--- config.mk ---
export PLATFORM = sky130hd
export DESIGN_NAME = run_controller
export DESIGN_NICKNAME = d
export VERILOG_FILES = /design/src/rtl/run_controller.sv
export SDC_FILE = /design/constraint.sdc
export NUM_CORES = 1
export LEC_CHECK = 0
export BUFFER_PORTS_ARGS = -buffer_cell sky130_fd_sc_hd__buf_4
export CORE_MARGIN = 8
export CORE_UTILIZATION = 42
export DETAILED_ROUTE_END_ITERATION = 10
export HOLD_SLACK_MARGIN = 0.03
export PLACE_DENSITY_LB_ADDON = 0.08
export SYNTH_ARGS = -nofsm -noshare
export SYNTH_HDL_FRONTEND = slang
export SYNTH_SLANG_ARGS = --single-unit
--- constraint.sdc ---
create_clock -name clk -period 1.7 [get_ports clk]
set_input_delay 0.085 -clock clk [delete_from_list [all_inputs] [get_ports clk]]
set_output_delay 0.085 -clock clk [all_outputs]
set_load 0.03 [all_outputs]
--- src/rtl/run_controller.sv ---
// -----------------------------------------------------------------------------
// run_controller
//
// Debug/run sequencer for whole_cpu. Produces the CPU clock-enable so the core
// can run free, stop, single-step, or stop in front of a PC breakpoint. It also
// counts the cycles the CPU actually executed, for the bench monitor.
//
// Optional feature macro: RUN_CTRL_HALT_OP_EN
//   Defined   -> an enabled cycle whose ir equals HALT_OP returns the sequencer
//                to HALT after that cycle. The cycle is still counted.
//   Undefined -> ir and HALT_OP are ignored.
//
// Parameters
//   ADDR_W   width of pc and bp_addr
//   CNT_W    width of the executed-cycle counter
//   HALT_OP  opcode treated as HALT when the feature macro is defined
//
// Ports
//   clk       in   system clock, all state updates on posedge
//   resetBar  in   asynchronous active-low reset
//   cmd_run   in   1-cycle pulse: leave HALT and run free
//   cmd_halt  in   1-cycle pulse: stop at end of current cycle
//   cmd_step  in   1-cycle pulse: execute exactly one CPU cycle from HALT
//   bp_enable in   arms the PC breakpoint
//   bp_addr   in   breakpoint address
//   pc        in   CPU program counter (observed)
//   ir        in   CPU instruction register (observed)
//   cpu_en    out  CPU clock-enable
//   halted    out  1 while in HALT
//   bp_hit    out  sticky: the last stop was caused by the breakpoint
//   cycles    out  saturating count of posedges with cpu_en=1
// -----------------------------------------------------------------------------
module run_controller #(
  parameter int         ADDR_W  = 8,
  parameter int         CNT_W   = 16,
  parameter logic [7:0] HALT_OP = 8'h00
) (
  input  logic              clk,
  input  logic              resetBar,
  input  logic              cmd_run,
  input  logic              cmd_halt,
  input  logic              cmd_step,
  input  logic              bp_enable,
  input  logic [ADDR_W-1:0] bp_addr,
  input  logic [ADDR_W-1:0] pc,
  input  logic [7:0]        ir,
  output logic              cpu_en,
  output logic              halted,
  output logic              bp_hit,
  output logic [CNT_W-1:0]  cycles
);

  typedef enum logic [1:0] {
    ST_HALT = 2'd0,
    ST_RUN  = 2'd1,
    ST_STEP = 2'd2
  } state_t;

  localparam logic [CNT_W-1:0] CNT_MAX = '1;

  state_t state, state_nxt;
  logic   skip, skip_nxt;
  logic   bp_hit_nxt;
  logic   bp_match;
  logic   halt_op_hit;

`ifdef RUN_CTRL_HALT_OP_EN
  // A HALT opcode only matters on a cycle the CPU really executes.
  assign halt_op_hit = cpu_en & (ir == HALT_OP);
`else
  // Feature disabled: ir and HALT_OP are deliberately left without a consumer.
  logic unused_halt_op;
  assign unused_halt_op = ^{ir, HALT_OP};
  assign halt_op_hit    = 1'b0;
`endif

  // The breakpoint compares against the live pc (zero latency). skip masks
  // it for the first enabled cycle after leaving HALT so a resume from a
  // breakpoint executes the instruction at bp_addr once.
  always_comb begin
    bp_match = bp_enable & (pc == bp_addr) & ~skip;
    cpu_en   = ((state == ST_RUN) & ~bp_match) | (state == ST_STEP);
    halted   = (state == ST_HALT);
  end

  // Next-state logic. Command priority is halt > step > run. A breakpoint in
  // RUN wins over a simultaneous cmd_halt so the stop is reported as a hit.
  always_comb begin
    state_nxt  = state;
    skip_nxt   = cpu_en ? 1'b0 : skip;
    bp_hit_nxt = bp_hit;
    case (state)
      ST_HALT: begin
        if (cmd_halt) begin
          state_nxt = ST_HALT;
        end else if (cmd_step) begin
          state_nxt  = ST_STEP;
          skip_nxt   = 1'b1;
          bp_hit_nxt = 1'b0;
        end else if (cmd_run) begin
          state_nxt  = ST_RUN;
          skip_nxt   = 1'b1;
          bp_hit_nxt = 1'b0;
        end
      end
      ST_RUN: begin
        if (bp_match) begin
          state_nxt  = ST_HALT;
          bp_hit_nxt = 1'b1;
        end else if (cmd_halt || halt_op_hit) begin
          state_nxt = ST_HALT;
        end
      end
      ST_STEP: begin
        state_nxt = ST_HALT;
      end
      default: begin
        state_nxt = ST_HALT;
      end
    endcase
  end

  // State and flag registers.
  always_ff @(posedge clk or negedge resetBar) begin
    if (!resetBar) begin
      state  <= ST_HALT;
      skip   <= 1'b0;
      bp_hit <= 1'b0;
    end else begin
      state  <= state_nxt;
      skip   <= skip_nxt;
      bp_hit <= bp_hit_nxt;
    end
  end

  // Executed-cycle counter; holds at its maximum instead of wrapping.
  always_ff @(posedge clk or negedge resetBar) begin
    if (!resetBar) begin
      cycles <= '0;
    end else if (cpu_en && (cycles != CNT_MAX)) begin
      cycles <= cycles + CNT_W'(1);
    end
  end

endmodule
# Word level (Yosys, flattened, before mapping)
# Index checks and enable logic that the tools add are counted.
# word_totals
ff_bits	20
latch_bits	0
ram_bits	0
romBits	0
input_bits	30
elab_cells	41
memories	0
# classes
addsub	1
n_mul	0
div_mod_pow	0
n_lt_le_gt_ge	0
eq_ne	9
n_shift	0
mux	16
n_bitwise	6
n_reduce_logical	5
# ops
cell	n
$add 16x1->16 const B	1
$ne 16x16->1 const B	1
$mux 2	5
$mux 1	9
$eq 8x8->1	1
$ne 3x3->1 const B	2
$ne 2x2->1 const B	2
$ne 4x4->1 const B	1
$pmux 2 s2	1
$reduce_and 4->1	1
$and 1x1->1	3
$eq 2x1->1 const B	1
$eq 2x2->1 const B	1
$logic_not 2->1	1
$not 1->1	2
$pmux 1 s2	1
$reduce_and 2->1	1
$reduce_bool 2->1	1
$logic_and 1x1->1	1
$or 1x1->1	1

# Logic depth before layout (Yosys ltp)
# Gate-level depths: netlist of run 1.
# logic_depth
depth_word	11
mapped_depth	7
depth_no_buf	6

# Worst setup path before layout of run 1
# OpenSTA, ideal clock, no wires.
# synth_path
path_type	register to register
startpoint	register cycles[0]
endpoint	register cycles[13]
setup_time_ns	0.134
t_arrival_ns	1.891
required_ns	1.566
path_slack_ns	-0.325
path_stages_with_launch	8
n_path_buf	1
cell_sequence	dfrtp_1 ha_1 nand3_1 nor4_1 or2_0 clkbuf_1 or4_1 xnor2_1
# synth_via
elab_chain_len	2
# synth_rtl
item	line	text
start: declaration	50	output logic [CNT_W-1:0] cycles
start signal: assignment	141	cycles <= cycles + CNT_W'(1);
parallel branches: the longest is 2 deep, another holds $add 16x1->16	--	
# Parallel ways; which one is timed is not known.
# A chain may end at the register's enable or synchronous reset.

# Worst setup path in the final report of run 1
# layout_path
startpoint	register cycles[1]
endpoint	register cycles[10]
# The elaborated chain is that of the path after synthesis.

==> key figures, run 1 <==
Critical path
  • Critical path data arrival time: 1990 ps
  • Internal reg-to-reg setup slack: -80 ps
  • CP Launch Type: flop
  • Cell-by-cell listing of the critical path: ha_4, nand3_2, nor4_2, or2_4, or4_4, xnor2_2
  • CP Buf/Inv Count: 0
  • Start-to-end type of the worst setup path: reg2reg
  • Worst Reg-to-Reg Cells: 6
  • Type of element capturing the critical path: flop
  • Worst endpoint required time: 1910 ps
  • Reg-to-reg critical path endpoint: cycles[10]
  • Launch point of the worst reg-to-reg path: cycles[1]
  • Crit Path Max Fanout: 7
  • Crit path max-delay cell type: sky130_fd_sc_hd__or4_4
  • Largest stage delay on the critical path: 530 ps
  • Kind of cell adding the most delay to the critical path: simple AND/OR/NAND/NOR gates

Synthesis
  • Largest cells by area after synthesis: sky130_fd_sc_hd__dfrtp_1 44%, sky130_fd_sc_hd__xnor2_1 12%, sky130_fd_sc_hd__xor2_1 5.4%
  • Synth unique cells: 33
  • Most common library cells after synthesis: 20 x sky130_fd_sc_hd__dfrtp_1, 15 x sky130_fd_sc_hd__xnor2_1, 8 x sky130_fd_sc_hd__nand3_1, 8 x sky130_fd_sc_hd__nand4_1, 7 x sky130_fd_sc_hd__xor2_1
  • #FFs+latches synth: 20
  • Post-Synthesis Net Count: 145
  • Top FF cell, synth: sky130_fd_sc_hd__dfrtp_1
  • Average footprint of a synthesized cell: 9.999 µm²
  • Proportion of register bits with asynchronous set or reset after synthesis: 100.0%
  • Sequential area share after synthesis: 43.91%
  • Cell taking the most area after synthesis: sky130_fd_sc_hd__dfrtp_1
  • Number of cells produced by synthesis: 114
  • Mapped cell area: 1140 µm²
  • Count leader, synth: sky130_fd_sc_hd__dfrtp_1
  • Syn. warnings: 0
  • Post-synth EDFFs: 0
  • Share of Yosys cell area claimed by the top area cell type: 43.91%

Min path
  • Class of the most critical hold timing path: in2reg
  • Hold Path Stages: 3
  • End point of the most critical hold path: state[0]
  • Startpoint of the tightest hold check path: cmd_run

STA
  • Relative slew margins: 70.06%
  • Measured slew at the worst slew-check pin: 445.7 ps
  • Layout Skew: 0.5120 ps
  • Peak Freq: 562.1 MHz
  • Final Hold Fails: 0
  • Final count of pins violating max slew: 0
  • Worst-case setup margin in the final layout: -79.07 ps
  • Min Hold Slack: 107.2 ps
  • Setup_tns: -231.3 ps
  • Final setup violating endpoints: 6
  • Crit path time final: 1779 ps
  • Final clock period utilization by the worst path: 104.7%
  • Unrepaired setup endpoints after global routing: true

GRT
  • Number of antenna violations at the first check in global routing: 0
  • Pin count of the biggest net entering global routing: 21
  • Vias in the first global route: 1255
  • First-pass GRT wire length: 5.471 mm
  • GR Overflow Total: 0
  • Overall fraction of global-route tracks in use: 15.34%

Die
  • Floorplan die area: 4637 µm²
  • Starting Density: 42.81%
  • Die X: 68.10 µm
  • Die Ht: 68.10 µm
  • Core Region: 2663 µm²
  • Number of top-level design ports: 49
  • Number of placement rows: 19

Final layout
  • Layout overhead on the synthesized area: 66.41%
  • Layout cell share with drive strength beyond 1: 52.11%
  • Filler cells: 226
  • Count of nets after finishing: 222
  • FF+latch area: 503.0 µm²
  • Area of all placed cells without fillers: 1897 µm²
  • Multi-input logic area: 709.4 µm²
  • Diodes inserted: 0

Clocking
  • Clock Tree Root: sky130_fd_sc_hd__clkbuf_4
  • Number of buffers created by CTS: 3
  • Clock Latency Late Sink: 310 ps
  • Number of levels in the clock H-tree: 1
  • Maximum clock insertion buffer count: 2
  • Clock slew at the register clock pins of the worst setup and hold paths: 120 ps
  • Clock Sinks: 20
  • TritonCTS clock tree: built

Detailed routing
  • Detailed-route vias per instance: 5.240
  • Routed WL: 3.391 mm
  • DR iter-0 viols: 41
  • Detail-routed net length per standard cell: 15.34 µm
  • Number of nets with antenna violations after detailed routing: 0
  • Pre-antenna DRT Iters: 4
  • Via total after detailed routing: 1158
  • DRC violation count after routing: 0

Placed design
  • Worst setup timing slack at the placement stage: -222.6 ps
  • HPWL after detailed placement: 2.553 mm
  • Area post-placement: 1725 µm²
  • Buffers on Ports: 40
  • Final GP Congestion: 0.7676

Status
  • Violations in the final reports: setup timing
  • Result of the run: complete, but fails checks

Pwr
  • Total power after layout: 0.001906 W
  • Pwr dens: 1005 nW/µm²
  • VDD IR-drop max: 1.041 mV
  • Static Leak: 0.8251 nW

Job
  • Max Cap Violations: 0
cells by family (layout without fill, tap and decap cells):
group           count (synthesis)  after routing  synth area share [%]
simple gates                   58             58                 30.85
buf+inv                         6             82                 2.084
xor+xnor                       22             22                 16.90
fa+ha+maj                       1              1                 1.098
flops                          20             20                 43.91
mux                             1              1                0.9879
compound gates                  6              6                 4.172
per-layer routing:
layer  vias up  GRT usage [%]  wire length (µm)
met4         0          6.905                66
met3         6          2.128               132
met1       558          17.18              1362
met2        28          28.02              1829
met5         -              0                 0
li1        566              -                 -
worst max-delay path by stage:
| stage | from | slack [ps] | to | cells after the start |
|---|---|---|---|---|
| 2_1_floorplan | cycles[0] | -180 | cycles[13] | 7 |
| 3_3_place_gp | bp_addr[3] | -190 | cycles[1] | 6 |
| 3_5_place_dp | bp_addr[3] | -220 | cycles[1] | 6 |
| 4_1_cts | cycles[1] | -70 | cycles[13] | 6 |
| 5_1_grt | skip | -140 | cpu_en | 6 |
| 6_report | cycles[1] | -80 | cycles[10] | 6 |
placed cells by master (no fill, tap or decap), types with 3 or more instances in the layout:
cell type	netlist	final
sky130_fd_sc_hd__buf_6	0	4
sky130_fd_sc_hd__dfrtp_1	20	18
sky130_fd_sc_hd__dlygate4sd3_1	0	3
sky130_fd_sc_hd__nor3_1	3	3
sky130_fd_sc_hd__nand3_1	8	5
sky130_fd_sc_hd__or4_4	1	5
sky130_fd_sc_hd__nand4_1	8	8
sky130_fd_sc_hd__inv_1	4	3
sky130_fd_sc_hd__nor2_1	6	6
sky130_fd_sc_hd__nand3_2	0	3
sky130_fd_sc_hd__xnor2_1	15	13
sky130_fd_sc_hd__buf_4	0	67
sky130_fd_sc_hd__clkbuf_4	0	3
sky130_fd_sc_hd__xor2_1	7	7
sky130_fd_sc_hd__nand2_1	5	4
tightest hold or removal path, stage by stage:
cell	delay [ps]
sky130_fd_sc_hd__buf_4	90
sky130_fd_sc_hd__a22oi_1	70
sky130_fd_sc_hd__nor3_1	130
per-stage QoR:
| step | cells | util [%] |
|---|---|---|
| floorplan | 114 | - |
| global placement | 213 | 64.80 |
| detailed placement | 213 | 64.80 |
| CTS | 222 | 70.11 |
| global route | 221 | 71.24 |
| finish | 221 | 71.24 |
report_power, final:
group          switching, W  leakage, nW  total [W]  internal (W)
registers         0.0000551        0.222   0.000613      0.000558
logic              0.000457        0.575   0.000895      0.000438
clock network      0.000159       0.0279   0.000397      0.000238
total              0.000671        0.825    0.00191       0.00123
sequential cells by signal (all words and copies together) (netlist names):
| signal | cells |
|---|---|
| skip | 1 |
| state | 2 |
| cycles | 16 |
| bp_hit | 1 |
area by class of cell:
type / count / share of cell area, %
sequential: 20 / 26.52
clock inverter: 1 / 1.583
clock buffer: 3 / 1.187
inverter: 4 / 0.7916
timing repair buffer: 74 / 30.47
tap: 31 / 2.045
multi-input combinational: 88 / 37.40
what timing repair did:
| action | CTS | global route |
|---|---|---|
| gates resized for setup | 13 | 7 |
| setup endpoints to repair | 15 | 14 |
| buffers inserted | 2 | 0 |
| pin swaps | 8 | 6 |
| hold buffers | 3 | 0 |
| endpoints found under the hold margin | 22 | 0 |
| gates cloned | 0 | 0 |
Power figures use the tool's default switching activity.
==> run 2: changes to the inputs <==
- GPL_TIMING_DRIVEN: not set -> 1
- MAX_ROUTING_LAYER: not set -> met4
==> run 2 against run 1 <==
Hold slack is essentially flat. Total power is essentially flat. Largest power group unchanged. First-iteration DRC count grew 7.3%. Sequential cell count is the same. Worst setup slack is the same. Highest routed layer unchanged. Largest cell class unchanged. Core utilization is the same. The flow still finishes with violations (setup timing). Die area is the same. Combinational power is essentially flat.
==> key figures, run 2 (synthesized netlist as in run 1, its figures left out) <==
Die
  • Number of placement rows: 19 (unchanged)
  • Core Region: 2663 µm² (unchanged)
  • Starting Density: 42.81% (unchanged)
  • Die Ht: 68.10 µm (unchanged)
  • Die X: 68.10 µm (unchanged)
  • Number of top-level design ports: 49 (unchanged)
  • Floorplan die area: 4637 µm² (unchanged)

Critical path
  • Worst endpoint required time: 1910 ps (about the same)
  • Critical path startpoint: cycles[1]
  • Crit Path Max Fanout: 7 (unchanged)
  • Launch point of the worst reg-to-reg path: cycles[1]
  • Start-to-end type of the worst setup path: reg2reg
  • CP Launch Type: flop
  • Type of element capturing the critical path: flop
  • Critical path data arrival time: 1990 ps (about the same)

Final layout
  • Filler cells: 226 (unchanged)
  • Most common cell after layout, fill and taps aside: sky130_fd_sc_hd__buf_4
  • Layout cell share with drive strength beyond 1: 52.11% (unchanged)
  • Diodes inserted: 0 (unchanged)
  • FF+latch area: 503.0 µm² (unchanged)
  • Area of all placed cells without fillers: 1897 µm² (unchanged)
  • Multi-input logic area: 709.4 µm² (unchanged)
  • Layout overhead on the synthesized area: 66.41% (unchanged)
  • Count of nets after finishing: 222 (unchanged)
  • Biggest registers after layout: cycles (16), state (2)
  • Final cell count without fillers: 221 (unchanged)
  • Register ranked first by flip-flop count: cycles
  • Max FFs per register: 16 (unchanged)
  • Highest-count cells in the layout ignoring fill and taps: 67 x sky130_fd_sc_hd__buf_4, 18 x sky130_fd_sc_hd__dfrtp_1, 13 x sky130_fd_sc_hd__xnor2_1

GRT
  • Overall fraction of global-route tracks in use: 15.81% (+0.47 points)
  • GR Overflow Total: 0 (unchanged)
  • Number of antenna violations at the first check in global routing: 0 (unchanged)
  • Global Route met2 Usage: 28.02% (unchanged)
  • Global route hottest layer: met2
  • Global-route track usage on met3: 1.964% (-0.16 points)
  • Vias in the first global route: 1255 (unchanged)
  • Pin count of the biggest net entering global routing: 21 (unchanged)
  • First-pass GRT wire length: 5.464 mm (-0.13%)
  • Met1 Track Usage GR: 17.28% (+0.097 points)

Clocking
  • Number of levels in the clock H-tree: 1 (unchanged)
  • Maximum clock insertion buffer count: 2 (unchanged)
  • Number of buffers created by CTS: 3 (unchanged)
  • Clock slew at the register clock pins of the worst setup and hold paths: 120 ps (about the same)
  • Clock Latency Late Sink: 310 ps (about the same)
  • TritonCTS clock tree: built
  • Clock Tree Root: sky130_fd_sc_hd__clkbuf_4
  • Clock Sinks: 20 (unchanged)

Pwr
  • Static Leak: 0.8251 nW (unchanged)
  • VDD IR-drop max: 1.041 mV (unchanged)
  • Switching power share of the total: 35.22% (about the same)
  • Psw: 0.0006712 W (about the same)
  • Seq pwr share: 32.2% (about the same)
  • Pwr dens: 1005 nW/µm² (about the same)
  • Share of total power in the clock network: 20.9% (about the same)
  • Combinational cell fraction of total power: 47.0% (about the same)
  • Internal Power: 0.001234 W (unchanged)
  • Total power after layout: 0.001906 W (about the same)

Detailed routing
  • Detail-routed net length per standard cell: 15.35 µm (about the same)
  • DRC violation count after routing: 0 (unchanged)
  • Routed WL: 3.392 mm (about the same)
  • Detailed-route vias per instance: 5.240 (unchanged)
  • Number of nets with antenna violations after detailed routing: 0 (unchanged)
  • DR iter-0 viols: 44 (+7.3%)
  • Via total after detailed routing: 1158 (unchanged)
  • Pre-antenna DRT Iters: 4 (unchanged)

Placed design
  • Area post-placement: 1725 µm² (unchanged)
  • Number of placed instances, taps included: 213 (unchanged)
  • HPWL after detailed placement: 2.553 mm (unchanged)
  • Final GP Congestion: 0.7778 (+1.3%)
  • Buffers on Ports: 40 (unchanged)
  • Worst setup timing slack at the placement stage: -222.6 ps (unchanged)

STA
  • Relative slew margins: 70.06% (unchanged)
  • Layout Skew: 0.5480 ps (+0.03592 ps)
  • Peak Freq: 562.1 MHz (unchanged)
  • Worst-case setup margin in the final layout: -79.07 ps (unchanged)
  • Final count of pins violating max slew: 0 (unchanged)
  • Final clock period utilization by the worst path: 104.7% (unchanged)
  • Measured slew at the worst slew-check pin: 445.7 ps (unchanged)
  • Final Hold Fails: 0 (unchanged)
  • Final setup violating endpoints: 6 (unchanged)
  • Unrepaired setup endpoints after global routing: true
  • Crit path time final: 1779 ps (unchanged)
  • Min Hold Slack: 106.8 ps (-0.3140 ps)

Job
  • Max Cap Violations: 0 (unchanged)

Status
  • Violations in the final reports: setup timing
  • Result of the run: complete, but fails checks

Min path
  • Startpoint of the tightest hold check path: cmd_run
  • Class of the most critical hold timing path: in2reg
run 2: cell counts in the layout (fill, tap and decap cells not counted):
Identical to the previous run, type by type.
run 2: worst paths after layout:
check | endpoint | slack [ps] | depth (start not counted)
max | cycles[10] | -80 | 6
min | state[0] | 110 | 3
max reg2reg | cycles[10] | -80 | 6
min reg2reg | bp_hit | 560 | 2
max in group asynchronous | cycles[0] | 1270 | 2
min in group asynchronous | cycles[7] | 200 | 2
run 2: area by class of cell:
class	instances	share of cell area, %
inverter	4	0.7916
tap	31	2.045
multi-input combinational	88	37.40
clock buffer	3	1.187
clock inverter	1	1.583
timing repair buffer	74	30.47
sequential	20	26.52
run 2: stage by stage:
| stage | setup TNS [ps] | utilization, % |
|---|---|---|
| after global routing | -764.3 | 71.24 |
| final | -231.4 | 71.24 |
| after floorplan | -784.8 | - |
| after global placement | -1447 | 64.80 |
| after detailed placement | -1686 | 64.80 |
| after CTS | -186.9 | 70.11 |
run 2: timing repair:
action / CTS / global route
endpoints found under the hold margin: 22 / 0
hold buffers: 3 / 0
endpoints found under the setup margin: 15 / 14
buffers inserted: 2 / 0
gates resized for setup: 13 / 7
pin swaps: 8 / 6
run 2: critical path, stage by stage (launching register included):
cell and delay [ps]:
sky130_fd_sc_hd__dfrtp_2 450, sky130_fd_sc_hd__ha_4 180, sky130_fd_sc_hd__nand3_2 70, sky130_fd_sc_hd__nor4_2 50, sky130_fd_sc_hd__or2_4 260, sky130_fd_sc_hd__or4_4 530, sky130_fd_sc_hd__xnor2_2 140
run 2: power groups by stage:
| stage | combinational (W) | clock [W] | sequential [W] |
|---|---|---|---|
| floorplan | 0.000237 | 0 | 0.000805 |
| global placement | 0.000825 | 0 | 0.000619 |
| detailed placement | 0.000837 | 0 | 0.000621 |
| CTS | 0.000879 | 0.000415 | 0.000613 |
| global route | 0.000966 | 0.000434 | 0.000624 |
| finish | 0.000895 | 0.000397 | 0.000613 |
run 2: metal layers:
metal / wire (µm) / vias to the layer above
met4: 65 / 0
met3: 131 / 6
li1: - / 566
met2: 1829 / 28
met1: 1367 / 558
met5: 0 / -
==> run 3: changes to the inputs <==
- PLACE_DENSITY: not set -> 0.72
- PLACE_DENSITY_LB_ADDON: 0.08 -> not set
==> run 3 against run 2 <==
The flow still finishes with violations (setup timing). Clock-buffer cell count stayed put. Non-clock buffer count grew 11. Core utilization is 7.8 points higher. Via count is 6.4% higher. Combinational power rose by 21%. Global-route usage grew 1.7 points. Sequential power rose by 2%. Clock skew increased by 5.4 ps. Critical endpoint is now cpu_en.
==> key figures, run 3 (synthesized netlist as in run 1, its figures left out) <==
Final layout
  • Layout overhead on the synthesized area: 84.63%
  • Diodes inserted: 0 (unchanged)
  • Count of nets after finishing: 233 (+5.0%)
  • Max FFs per register: 16 (unchanged)
  • Highest-count cells in the layout ignoring fill and taps: 72 x sky130_fd_sc_hd__buf_4, 18 x sky130_fd_sc_hd__dfrtp_1, 9 x sky130_fd_sc_hd__buf_6
  • Most common cell after layout, fill and taps aside: sky130_fd_sc_hd__buf_4
  • Register ranked first by flip-flop count: cycles
  • Biggest registers after layout: cycles (16), state (2)
  • Layout cell share with drive strength beyond 1: 60.70% (+8.6 points)

Pwr
  • Share of total power in the clock network: 19.3% (-1.6 points)
  • Total power after layout: 0.002120 W (+11%)
  • Internal Power: 0.001343 W (+8.8%)
  • Psw: 0.0007773 W (+16%)
  • Pwr dens: 1007 nW/µm² (+0.28%)
  • Combinational cell fraction of total power: 51.1% (+4.1 points)
  • Static Leak: 0.9331 nW (+13%)
  • Switching power share of the total: 36.66% (+1.4 points)
  • Seq pwr share: 29.6% (-2.6 points)
  • VDD IR-drop max: 0.9444 mV (-9.3%)

Detailed routing
  • Pre-antenna DRT Iters: 5 (+1)
  • DRC violation count after routing: 0 (unchanged)
  • Number of nets with antenna violations after detailed routing: 0 (unchanged)
  • Routed WL: 4.038 mm (+19%)
  • Detail-routed net length per standard cell: 17.41 µm (+13%)
  • Via total after detailed routing: 1232 (+6.4%)
  • Detailed-route vias per instance: 5.310 (+1.3%)
  • DR iter-0 viols: 52 (+18%)

Critical path
  • Worst endpoint required time: 1620 ps (-290 ps)
  • CP endpoint: cpu_en
  • Critical path data arrival time: 1760 ps (-230 ps)
  • Internal reg-to-reg setup slack: -60 ps (+20 ps)
  • Start-to-end type of the worst setup path: in2out
  • Crit Path Max Fanout: 2 (-5)
  • CP Launch Type: input port
  • Launch point of the worst reg-to-reg path: cycles[1]
  • Worst Reg-to-Reg Cells: 6 (unchanged)
  • Reg-to-reg critical path endpoint: cycles[13]
  • Type of element capturing the critical path: output pin
  • Critical path startpoint: bp_addr[0]

Clocking
  • TritonCTS clock tree: built
  • Clock Latency Late Sink: 320 ps (about the same)
  • Clock Tree Root: sky130_fd_sc_hd__clkbuf_4
  • Maximum clock insertion buffer count: 2 (unchanged)
  • Clock Sinks: 20 (unchanged)
  • Number of buffers created by CTS: 3 (unchanged)
  • Clock slew at the register clock pins of the worst setup and hold paths: 130 ps (about the same)
  • Number of levels in the clock H-tree: 1 (unchanged)

Placed design
  • Buffers on Ports: 40 (unchanged)
  • HPWL after detailed placement: 2.546 mm (-0.27%)
  • Final GP Congestion: 0.8344 (+7.3%)

Job
  • Max Cap Violations: 0 (unchanged)

GRT
  • First-pass GRT wire length: 6.113 mm (+12%)
  • Overall fraction of global-route tracks in use: 17.52% (+1.7 points)
  • GR Overflow Total: 0 (unchanged)
  • Vias in the first global route: 1300 (+3.6%)
  • Number of antenna violations at the first check in global routing: 0 (unchanged)
  • Pin count of the biggest net entering global routing: 21 (unchanged)

STA
  • Layout Skew: 5.969 ps (+5.421 ps)
  • Peak Freq: 541.7 MHz (-3.6%)
  • Final clock period utilization by the worst path: 108.6% (+3.9 points)
  • Setup_tns: -561.7 ps (-330.3 ps)
  • Final count of pins violating max slew: 0 (unchanged)
  • Measured slew at the worst slew-check pin: 455.8 ps (+10.10 ps)
  • Crit path time final: 1846 ps (+66.82 ps)
  • Unrepaired setup endpoints after global routing: true
  • Final setup violating endpoints: 12 (+6)
  • Worst-case setup margin in the final layout: -145.9 ps (-66.82 ps)
  • Relative slew margins: 69.33% (-0.73 points)
  • Final Hold Fails: 0 (unchanged)

Die
  • Core Region: 2663 µm² (unchanged)
  • Number of placement rows: 19 (unchanged)
  • Floorplan die area: 4637 µm² (unchanged)
  • Number of top-level design ports: 49 (unchanged)
  • Die X: 68.10 µm (unchanged)
  • Starting Density: 42.81% (unchanged)
  • Die Ht: 68.10 µm (unchanged)

Status
  • Result of the run: complete, but fails checks
  • Violations in the final reports: setup timing

Min path
  • Class of the most critical hold timing path: in2reg
-- run 3: worst max-delay path, cell delays in order --
cell and delay (ps):
sky130_fd_sc_hd__buf_4 120, sky130_fd_sc_hd__xor2_1 170, sky130_fd_sc_hd__or4_4 530, sky130_fd_sc_hd__buf_6 140
sky130_fd_sc_hd__o31a_1 310, sky130_fd_sc_hd__or2_4 260, sky130_fd_sc_hd__buf_6 140
-- run 3: area by class of cell --
| cell class | instances | area [µm²] |
|---|---|---|
| multi-input combinational | 88 | 808.3 |
| timing repair buffer | 85 | 686.9 |
| fill | 183 | 558.0 |
| sequential | 20 | 503.0 |
| tap | 31 | 38.79 |
| clock inverter | 1 | 30.03 |
| clock buffer | 3 | 22.52 |
| inverter | 4 | 15.01 |
-- run 3: worst min-delay path by stage --
stage / cells past startpoint / from / slack [ps] / to
floorplan: 0 / resetBar / -210 / bp_hit
global placement: 1 / resetBar / -20 / cycles[8]
detailed placement: 1 / resetBar / -20 / cycles[9]
CTS: 3 / cmd_run / 100 / state[0]
global route: 3 / cmd_run / 130 / state[0]
finish: 3 / cmd_run / 90 / state[0]
-- run 3: power by group through the flow --
stage	clock, W	sequential, W	combinational, W
final	0.000410	0.000627	0.00108
after global routing	0.000439	0.000638	0.00115
after CTS	0.000407	0.000624	0.000962
after detailed placement	0	0.000630	0.000846
after global placement	0	0.000628	0.000824
after floorplan	0	0.000805	0.000237
-- run 3: stage by stage --
stage          cell area (µm²)  instances  setup WS, ps  hold slack [ps]  util (%)
2_1_floorplan             1177        114        -177.7           -210.6         -
3_3_place_gp              1748        216        -156.9           -23.06     65.65
3_5_place_dp              1748        216        -197.3           -18.31     65.65
4_1_cts                   1982        231        -78.56            104.0     74.44
5_1_grt                   2105        232        -149.7            126.6     79.04
6_report                  2105        232        -145.9            85.92     79.04
-- run 3: repair_timing --
item                                   CTS  global route
endpoints found under the hold margin   22             0
hold buffers                             3             0
resized for setup                       22            22
pin swaps                                8            13
setup endpoints to repair               15            15
cloned                                   0             0
setup buffers                            8             2
-- run 3: routing by layer --
metal,part of all wire [%],vias to the layer above,wire length (µm),GRT usage [%]
met5,0,-,0,-
met1,40,598,1618,19.86
li1,-,592,-,-
met4,1.5,0,62,3.581
met3,5.1,8,206,3.437
met2,53,34,2150,31.18
